[src/rtl/vga_pkg.sv]
// Shared types and defaults for the video memory scheduler.
package vga_pkg;

    localparam int unsigned DATA_W = 16;
    localparam int unsigned ADDR_W = 16;
    localparam int unsigned DIM_W  = 11;
    localparam int unsigned PW_W   = 3;

    localparam int unsigned FIFO_DEPTH_DEF   = 16;
    localparam int unsigned URGENT_LEVEL_DEF = 4;

    typedef enum logic [1:0] {
        ST_IDLE  = 2'd0,
        ST_FETCH = 2'd1,
        ST_DONE  = 2'd2
    } sched_state_t;

    typedef enum logic [1:0] {
        GNT_NONE = 2'd0,
        GNT_CPU  = 2'd1,
        GNT_SCAN = 2'd2
    } grant_t;

    typedef struct packed {
        logic              en;
        logic              we;
        logic [ADDR_W-1:0] addr;
        logic [DATA_W-1:0] wdata;
    } mem_cmd_t;

endpackage

[src/rtl/scan_fifo.sv]
// Synchronous first-word-fall-through FIFO holding scanout words.
module scan_fifo
    import vga_pkg::*;
#(
    parameter int unsigned DEPTH = FIFO_DEPTH_DEF
) (
    input  logic                   clk,
    input  logic                   reset,
    input  logic                   flush,
    input  logic                   push,
    input  logic [DATA_W-1:0]      push_data,
    input  logic                   pop,
    output logic [DATA_W-1:0]      head,
    output logic                   empty,
    output logic [$clog2(DEPTH):0] count
);

    localparam int unsigned AW = $clog2(DEPTH);
    localparam int unsigned CW = AW + 1;

    logic [DATA_W-1:0] mem [DEPTH];
    logic [AW-1:0]     wr_ptr;
    logic [AW-1:0]     rd_ptr;
    logic              full;
    logic              push_ok;
    logic              pop_ok;

    assign empty   = (count == '0);
    assign full    = (count == CW'(DEPTH));
    assign pop_ok  = pop && !empty;
    // A push into a full FIFO is allowed only when the head leaves in the same cycle.
    assign push_ok = push && (!full || pop_ok);
    assign head    = mem[rd_ptr];

    // Storage array; contents are don't-care while empty.
    always_ff @(posedge clk) begin
        if (push_ok) begin
            mem[wr_ptr] <= push_data;
        end
    end

    // Pointers and occupancy.
    always_ff @(posedge clk) begin
        if (reset || flush) begin
            wr_ptr <= '0;
            rd_ptr <= '0;
            count  <= '0;
        end else begin
            if (push_ok) begin
                wr_ptr <= wr_ptr + AW'(1);
            end
            if (pop_ok) begin
                rd_ptr <= rd_ptr + AW'(1);
            end
            count <= count + CW'(push_ok) - CW'(pop_ok);
        end
    end

endmodule

[src/rtl/video_mem_scheduler.sv]
// Shares one memory port between frame scanout prefetch and CPU accesses.
module video_mem_scheduler
    import vga_pkg::*;
#(
    parameter int unsigned FIFO_DEPTH   = FIFO_DEPTH_DEF,
    parameter int unsigned URGENT_LEVEL = URGENT_LEVEL_DEF
) (
    input  logic              clk,
    input  logic              reset,
    input  logic [ADDR_W-1:0] fb_base,
    input  logic [DIM_W-1:0]  screen_width,
    input  logic [DIM_W-1:0]  screen_height,
    input  logic [PW_W-1:0]   pixel_width,
    input  logic              frame_start,
    input  logic              pix_pop,
    output logic [DATA_W-1:0] pix_data,
    output logic              pix_empty,
    output logic              underflow,
    input  logic              cpu_req,
    input  logic              cpu_we,
    input  logic [ADDR_W-1:0] cpu_addr,
    input  logic [DATA_W-1:0] cpu_wdata,
    output logic              cpu_grant,
    output logic [DATA_W-1:0] cpu_rdata,
    output logic              cpu_rvalid,
    output logic              mem_en,
    output logic              mem_we,
    output logic [ADDR_W-1:0] mem_addr,
    output logic [DATA_W-1:0] mem_wdata,
    input  logic [DATA_W-1:0] mem_rdata
);

    localparam int unsigned CW    = $clog2(FIFO_DEPTH) + 1;
    localparam int unsigned LW    = CW + 1;
    localparam int unsigned REP_W = 8;

    sched_state_t      state;
    sched_state_t      state_nxt;
    grant_t            grant;
    mem_cmd_t          cmd_c;

    logic [ADDR_W-1:0] fetch_addr;
    logic [ADDR_W-1:0] line_start;
    logic [DIM_W-1:0]  word_cnt;
    logic [DIM_W-1:0]  line_cnt;
    logic [REP_W-1:0]  rep_cnt;

    logic [DIM_W-1:0]  words_per_line;
    logic [DIM_W-1:0]  unique_lines;
    logic [REP_W-1:0]  rep_last;
    logic              frame_empty;
    logic              line_end;
    logic              rep_end;
    logic              last_word;

    logic              scan_inflight;
    logic              cpu_rd_inflight;
    logic              underflow_q;

    logic [CW-1:0]     fifo_count;
    logic [DATA_W-1:0] fifo_head;
    logic              fifo_empty;
    logic              fifo_push;
    logic [LW-1:0]     level;

    logic              scan_ok;
    logic              urgent;
    logic              scan_gnt;
    logic              cpu_gnt;

    // Frame geometry derived from the replication factor.
    assign words_per_line = screen_width >> pixel_width;
    assign unique_lines   = screen_height >> pixel_width;
    assign rep_last       = REP_W'((REP_W'(1) << pixel_width) - REP_W'(1));
    assign frame_empty    = (words_per_line == '0) || (unique_lines == '0);
    assign line_end       = (word_cnt == words_per_line - DIM_W'(1));
    assign rep_end        = (rep_cnt == rep_last);
    assign last_word      = line_end && rep_end && (line_cnt == unique_lines - DIM_W'(1));

    // Words buffered plus the scanout read whose data has not yet returned.
    assign level = LW'(fifo_count) + LW'(scan_inflight);

    // State register.
    always_ff @(posedge clk) begin
        if (reset) begin
            state <= ST_IDLE;
        end else begin
            state <= state_nxt;
        end
    end

    // Arbitration and next-state; reset suppresses every grant.
    always_comb begin
        state_nxt = state;
        grant     = GNT_NONE;
        scan_ok   = 1'b0;
        urgent    = 1'b0;

        scan_ok = (state == ST_FETCH) && !frame_start && !frame_empty;
        urgent  = scan_ok && (level < LW'(URGENT_LEVEL));

        if (reset) begin
            grant = GNT_NONE;
        end else if (urgent) begin
            grant = GNT_SCAN;
        end else if (cpu_req) begin
            grant = GNT_CPU;
        end else if (scan_ok && (level < LW'(FIFO_DEPTH))) begin
            grant = GNT_SCAN;
        end

        case (state)
            ST_FETCH: begin
                if (frame_empty || ((grant == GNT_SCAN) && last_word)) begin
                    state_nxt = ST_DONE;
                end
            end
            default: state_nxt = state;
        endcase

        if (frame_start) begin
            state_nxt = ST_FETCH;
        end
    end

    assign scan_gnt = (grant == GNT_SCAN);
    assign cpu_gnt  = (grant == GNT_CPU);

    // Memory command mux.
    always_comb begin
        cmd_c    = '0;
        cmd_c.en = scan_gnt || cpu_gnt;
        if (cpu_gnt) begin
            cmd_c.we    = cpu_we;
            cmd_c.addr  = cpu_addr;
            cmd_c.wdata = cpu_we ? cpu_wdata : '0;
        end else if (scan_gnt) begin
            cmd_c.addr = fetch_addr;
        end
    end

    assign mem_en    = cmd_c.en;
    assign mem_we    = cmd_c.we;
    assign mem_addr  = cmd_c.addr;
    assign mem_wdata = cmd_c.wdata;
    assign cpu_grant = cpu_gnt;

    // Fetch address walk: repeat each line, then advance; 16-bit wrap is natural.
    always_ff @(posedge clk) begin
        if (reset) begin
            fetch_addr <= '0;
            line_start <= '0;
            word_cnt   <= '0;
            line_cnt   <= '0;
            rep_cnt    <= '0;
        end else if (frame_start) begin
            fetch_addr <= fb_base;
            line_start <= fb_base;
            word_cnt   <= '0;
            line_cnt   <= '0;
            rep_cnt    <= '0;
        end else if (scan_gnt) begin
            if (line_end) begin
                word_cnt <= '0;
                if (rep_end) begin
                    rep_cnt    <= '0;
                    line_cnt   <= line_cnt + DIM_W'(1);
                    fetch_addr <= fetch_addr + ADDR_W'(1);
                    line_start <= fetch_addr + ADDR_W'(1);
                end else begin
                    rep_cnt    <= rep_cnt + REP_W'(1);
                    fetch_addr <= line_start;
                end
            end else begin
                word_cnt   <= word_cnt + DIM_W'(1);
                fetch_addr <= fetch_addr + ADDR_W'(1);
            end
        end
    end

    // Read-return tracking and sticky underflow flag.
    always_ff @(posedge clk) begin
        if (reset) begin
            scan_inflight   <= 1'b0;
            cpu_rd_inflight <= 1'b0;
            underflow_q     <= 1'b0;
        end else begin
            scan_inflight   <= scan_gnt;
            cpu_rd_inflight <= cpu_gnt && !cpu_we;
            if (frame_start) begin
                underflow_q <= 1'b0;
            end else if (pix_pop && fifo_empty) begin
                underflow_q <= 1'b1;
            end
        end
    end

    // A scanout word returning in a frame_start cycle belongs to the old frame.
    assign fifo_push = scan_inflight && !frame_start;

    scan_fifo #(
        .DEPTH (FIFO_DEPTH)
    ) u_scan_fifo (
        .clk       (clk),
        .reset     (reset),
        .flush     (frame_start),
        .push      (fifo_push),
        .push_data (mem_rdata),
        .pop       (pix_pop),
        .head      (fifo_head),
        .empty     (fifo_empty),
        .count     (fifo_count)
    );

    assign pix_data   = fifo_empty ? '0 : fifo_head;
    assign pix_empty  = fifo_empty;
    assign underflow  = underflow_q;
    assign cpu_rvalid = cpu_rd_inflight && !reset;
    assign cpu_rdata  = cpu_rvalid ? mem_rdata : '0;

endmodule

[config.mk]
export PLATFORM = sky130hd
export DESIGN_NAME = video_mem_scheduler
export DESIGN_NICKNAME = d
export VERILOG_FILES = /design/src/rtl/vga_pkg.sv /design/src/rtl/scan_fifo.sv /design/src/rtl/video_mem_scheduler.sv
export SDC_FILE = /design/constraint.sdc
export NUM_CORES = 1
export LEC_CHECK = 0
export ABC_AREA = 1
export CORE_MARGIN = 10
export CORE_UTILIZATION = 30
export DETAILED_ROUTE_END_ITERATION = 10
export DONT_BUFFER_PORTS = 1
export PLACE_DENSITY_LB_ADDON = 0.2
export SYNTH_ARGS = -nofsm -noshare
export SYNTH_HDL_FRONTEND = slang
export SYNTH_SLANG_ARGS = --single-unit
export TNS_END_PERCENT = 30
[constraint.sdc]
create_clock -name clk -period 5.75 [get_ports clk]
set_input_delay 0.8625 -clock clk [delete_from_list [all_inputs] [get_ports clk]]
set_output_delay 0.8625 -clock clk [all_outputs]
set_load 0.01 [all_outputs]
==> flow_metrics.tcl <==
set metrics [dict create \
    grt_setup_unrepaired "false" \
    timing.critical_path.to_type "primary output" \
    gp_congestion 0.824 \
    run_status "completed" \
    synth_nets 1968 \
    p_per_area_mw_per_mm2 323 \
    static-leakage-power_uw 0.00703 \
    die_h_um 257 \
    largest_net_degree_at_the_start_of_global_routing 77 \
    vdd_drop_max_v 0.000276 \
    syn_inst 1849 \
    mostFrequentLayoutCell "sky130_fd_sc_hd__nand2_1" \
    crit_path_max_fanout 25 \
    dieWidth_um 257 \
    synth-seq-area-share_pct 55.5 \
    drt_first_pass_iters 5 \
    gr_util_all_layers_pct 15.0 \
    timing.final.crit_period_ps 5100 \
    route.detailed.vias_per_inst 5.01 \
    placeableCoreArea_mm2 0.0554 \
    cts_root_buffer "sky130_fd_sc_hd__clkbuf_16" \
    layout-drive-gt1-share_pct 9.07 \
    flow.area_growth_from_synthesis_pct 12.6 \
    timing.max_slew.rel_slack_pct 13.9 \
    via_count_of_the_first_global_routing_pass 13100 \
    ys_flop_type "sky130_fd_sc_hd__edfxtp_1" \
    area_of_the_die_mm2 0.0661 \
    layout_common_cells "sky130_fd_sc_hd__nand2_1, sky130_fd_sc_hd__nor2_1, sky130_fd_sc_hd__edfxtp_1, sky130_fd_sc_hd__o21ai_0, sky130_fd_sc_hd__inv_1" \
    tritoncts "built" \
    transition_time_of_the_tightest_slew_check_pin_ps 1290 \
    synth-edff-count 256 \
    grt_antenna_before_repair 2 \
    detailedRoute.firstIterationViolations 868 \
    cts-hold-fix-buffers 0 \
    report.final.setup_viol 0 \
    i_o_pins 165 \
    clock_skew_ps 23.5 \
    ys_types 50 \
    synth_warnings 0 \
    critPathBufInv 4 \
    numPortBuffers 0 \
    max-clock-path-buffers 3 \
    cts_buffers 40 \
    slew_viol_final 0 \
    htree_num_levels 2 \
    remaining_routing_drc_violations 0 \
    fp-row-count 86 \
    cp_slowest_cell "sky130_fd_sc_hd__nor3_1" \
    synthesis.area_mm2 0.0169 \
    timing.fmax_mhz 196 \
    grt_first_pass_wirelength_mm 78.2 \
    finish.cell_count_without_fillers 2622 \
    wl_mm 50.9 \
    diodes 0 \
    ys_seq_elements 340 \
    cp_slowest_stage_delay_ps 420 \
    post_cts_resized 0 \
    worst_setup_hold_path_clk_slew_ps 60 \
    placed_cell_count 2551 \
    syn-mean-instance-area_um2 9.13 \
    numClockSinks 340 \
    hold_vio_cnt_final 0 \
    cp_common_cell "sky130_fd_sc_hd__nand2_1" \
    max_cap_violations 0 \
    crit_chain "inv_4 -> nand2_1 -> nand3_1 -> nand2_1 -> nand2_1 -> nand2_1 -> ha_1 -> nand3_1 -> nor2_1 -> nand4_1 -> o31ai_1 -> nor3_1 -> nand3_1 -> nand2_1 -> nand3_1 -> inv_1 -> ha_1 -> clkinv_1 -> o31ai_1 -> buf_4" \
    globalRouteOverflowTotal 0 \
    cp.required_ps 4890 \
    worst_skew_pair.late_latency_ps 580 \
    worst_hold_slack_ps 363 \
    final_setup_tns_ps 0 \
    cts_setup_buffers 0 \
    initial_utilization_pct 30.4 \
    worst-r2r-setup-slack_ps 1820 \
    worst_hold_path_type "in -> reg" \
    async_flop_share_pct 0 \
    hpwlAfterDp_mm 32.9 \
    wire_per_inst_um 19.4 \
    crit_path_start_kind "primary input" \
    routed-via-count 13100 \
    final_antenna_net_count 0 \
    period_share_pct 88.7 \
    path_delay_family "simple AND/OR/NAND/NOR gates" \
    power.total_uw 6130 \
    finish.net_count 1964 \
    arrival_time_at_the_worst_endpoint_ps 4240 \
    worst-setup-path-type "in -> out" \
    fillCellCount 5706 \
]
-- metrics by stage --
stage               area [µm²]  worst slack (ps)  utilization [%]
floorplan                16900               882                -
CTS                      19000               619             34.3
global placement         17800               808             32.1
global route             19000               162             34.3
finish                   19000               648             34.3
detailed placement       17800               628             32.1
-- state kept, by name, summed over array words and instances, names as in the netlist, named ones only --
name and count:
u_scan_fifo.rd_ptr 4, cpu_rd_inflight 1, word_cnt 11, u_scan_fifo.count 5, scan_inflight 1, state 2, underflow 1, rep_cnt 8
fetch_addr 16, line_cnt 11, u_scan_fifo.wr_ptr 4, line_start 16, u_scan_fifo.mem 256
-- final cells by class --
cell class              count  area (µm²)  area share (%)
clock buffers              55        1080            5.67
well taps                 748         936            4.93
multi-input cells        1243        6460            34.0
clock inverters            16         149           0.784
inverters                 178         682            3.59
flip-flops and latches    340        9370            49.4
repair buffers             42         315            1.66
-- worst register-to-register path, stage by stage, from the launching register on --
cell                        delay, ps
sky130_fd_sc_hd__dfxtp_1          430
sky130_fd_sc_hd__inv_1            120
sky130_fd_sc_hd__nor3_1           300
sky130_fd_sc_hd__nand2_1          110
sky130_fd_sc_hd__nand2_1           80
sky130_fd_sc_hd__o2111ai_1         90
sky130_fd_sc_hd__nor3_1           460
sky130_fd_sc_hd__nand3_1          160
sky130_fd_sc_hd__nand2_1          120
sky130_fd_sc_hd__nand3_1          100
sky130_fd_sc_hd__inv_1             90
sky130_fd_sc_hd__ha_1             160
sky130_fd_sc_hd__clkinv_1         340
sky130_fd_sc_hd__buf_4            310
sky130_fd_sc_hd__nor3_1           260
sky130_fd_sc_hd__nand2_1          120
sky130_fd_sc_hd__nor2_1           130
sky130_fd_sc_hd__nand2_1           80
sky130_fd_sc_hd__nor2_1           120
sky130_fd_sc_hd__nand2_1           80
sky130_fd_sc_hd__xor2_1           140
sky130_fd_sc_hd__nor2_1            90
-- Yosys cell counts, types with 4 or more instances --
| cell | n | area (µm²) |
|---|---|---|
| sky130_fd_sc_hd__a21oi_1 | 49 | 245 |
| sky130_fd_sc_hd__o21ai_1 | 4 | 20.0 |
| sky130_fd_sc_hd__nor2_2 | 7 | 43.8 |
| sky130_fd_sc_hd__xnor2_1 | 9 | 78.8 |
| sky130_fd_sc_hd__inv_2 | 9 | 33.8 |
| sky130_fd_sc_hd__buf_2 | 9 | 45.0 |
| sky130_fd_sc_hd__nand3_2 | 8 | 80.1 |
| sky130_fd_sc_hd__edfxtp_1 | 256 | 7690 |
| sky130_fd_sc_hd__o221ai_1 | 46 | 403 |
| sky130_fd_sc_hd__nand4_1 | 17 | 106 |
| sky130_fd_sc_hd__nand2_1 | 293 | 1100 |
| sky130_fd_sc_hd__a31oi_1 | 17 | 106 |
| sky130_fd_sc_hd__inv_1 | 161 | 604 |
| sky130_fd_sc_hd__nand2_4 | 4 | 45.0 |
| sky130_fd_sc_hd__nor2_4 | 6 | 67.6 |
| sky130_fd_sc_hd__mux2i_1 | 9 | 90.1 |
| sky130_fd_sc_hd__o22ai_1 | 22 | 138 |
| sky130_fd_sc_hd__nor2_1 | 282 | 1060 |
| sky130_fd_sc_hd__nand2_2 | 8 | 50.1 |
| sky130_fd_sc_hd__ha_1 | 23 | 288 |
| sky130_fd_sc_hd__o21ai_0 | 187 | 936 |
| sky130_fd_sc_hd__o211ai_1 | 12 | 90.1 |
| sky130_fd_sc_hd__dfxtp_1 | 84 | 1680 |
| sky130_fd_sc_hd__buf_6 | 7 | 78.8 |
| sky130_fd_sc_hd__nor3_1 | 20 | 100 |
| sky130_fd_sc_hd__xor2_1 | 32 | 280 |
| sky130_fd_sc_hd__nand3_1 | 145 | 726 |
| sky130_fd_sc_hd__clkinv_1 | 4 | 15.0 |
| sky130_fd_sc_hd__clkbuf_1 | 66 | 248 |
| sky130_fd_sc_hd__o31ai_1 | 13 | 97.6 |
| sky130_fd_sc_hd__nand3b_1 | 4 | 30.0 |
| sky130_fd_sc_hd__nor4_1 | 6 | 37.5 |
-- path summary, 6_finish.rpt --
| kind | depth (start not counted) | end | from |
|---|---|---|---|
| setup reg to reg | 21 | word_cnt[10] | u_scan_fifo.count[1] |
| setup / recovery | 20 | mem_addr[10] | pixel_width[0] |
| hold reg to reg | 2 | state[1] | state[1] |
| hold / removal | 1 | state[0] | reset |
-- metal layers --
layer	track usage, %	up-vias	share of wire, %
li1	-	6368	-
met1	19.4	6340	45
met2	24.4	359	46
met3	3.91	62	7.3
met4	4.06	0	1.9
met5	0	-	0
-- power breakdown --
group	internal, µW	switching (µW)
combinational	288	708
clock	1330	1060
sequential	2670	73.3
total	4290	1840
-- logic make-up (layout without fill, tap and decap cells) --
kind of cell / Yosys count / in the layout / synth area share (%)
fa+ha+maj: 24 / 24 / 1.82
compound gates: 359 / 359 / 12.5
mux: 9 / 9 / 0.534
buf+inv: 266 / 291 / 6.44
flops: 340 / 340 / 55.5
simple gates: 810 / 810 / 21.0
xor+xnor: 41 / 41 / 2.13
(Power assumes the default switching activity.)
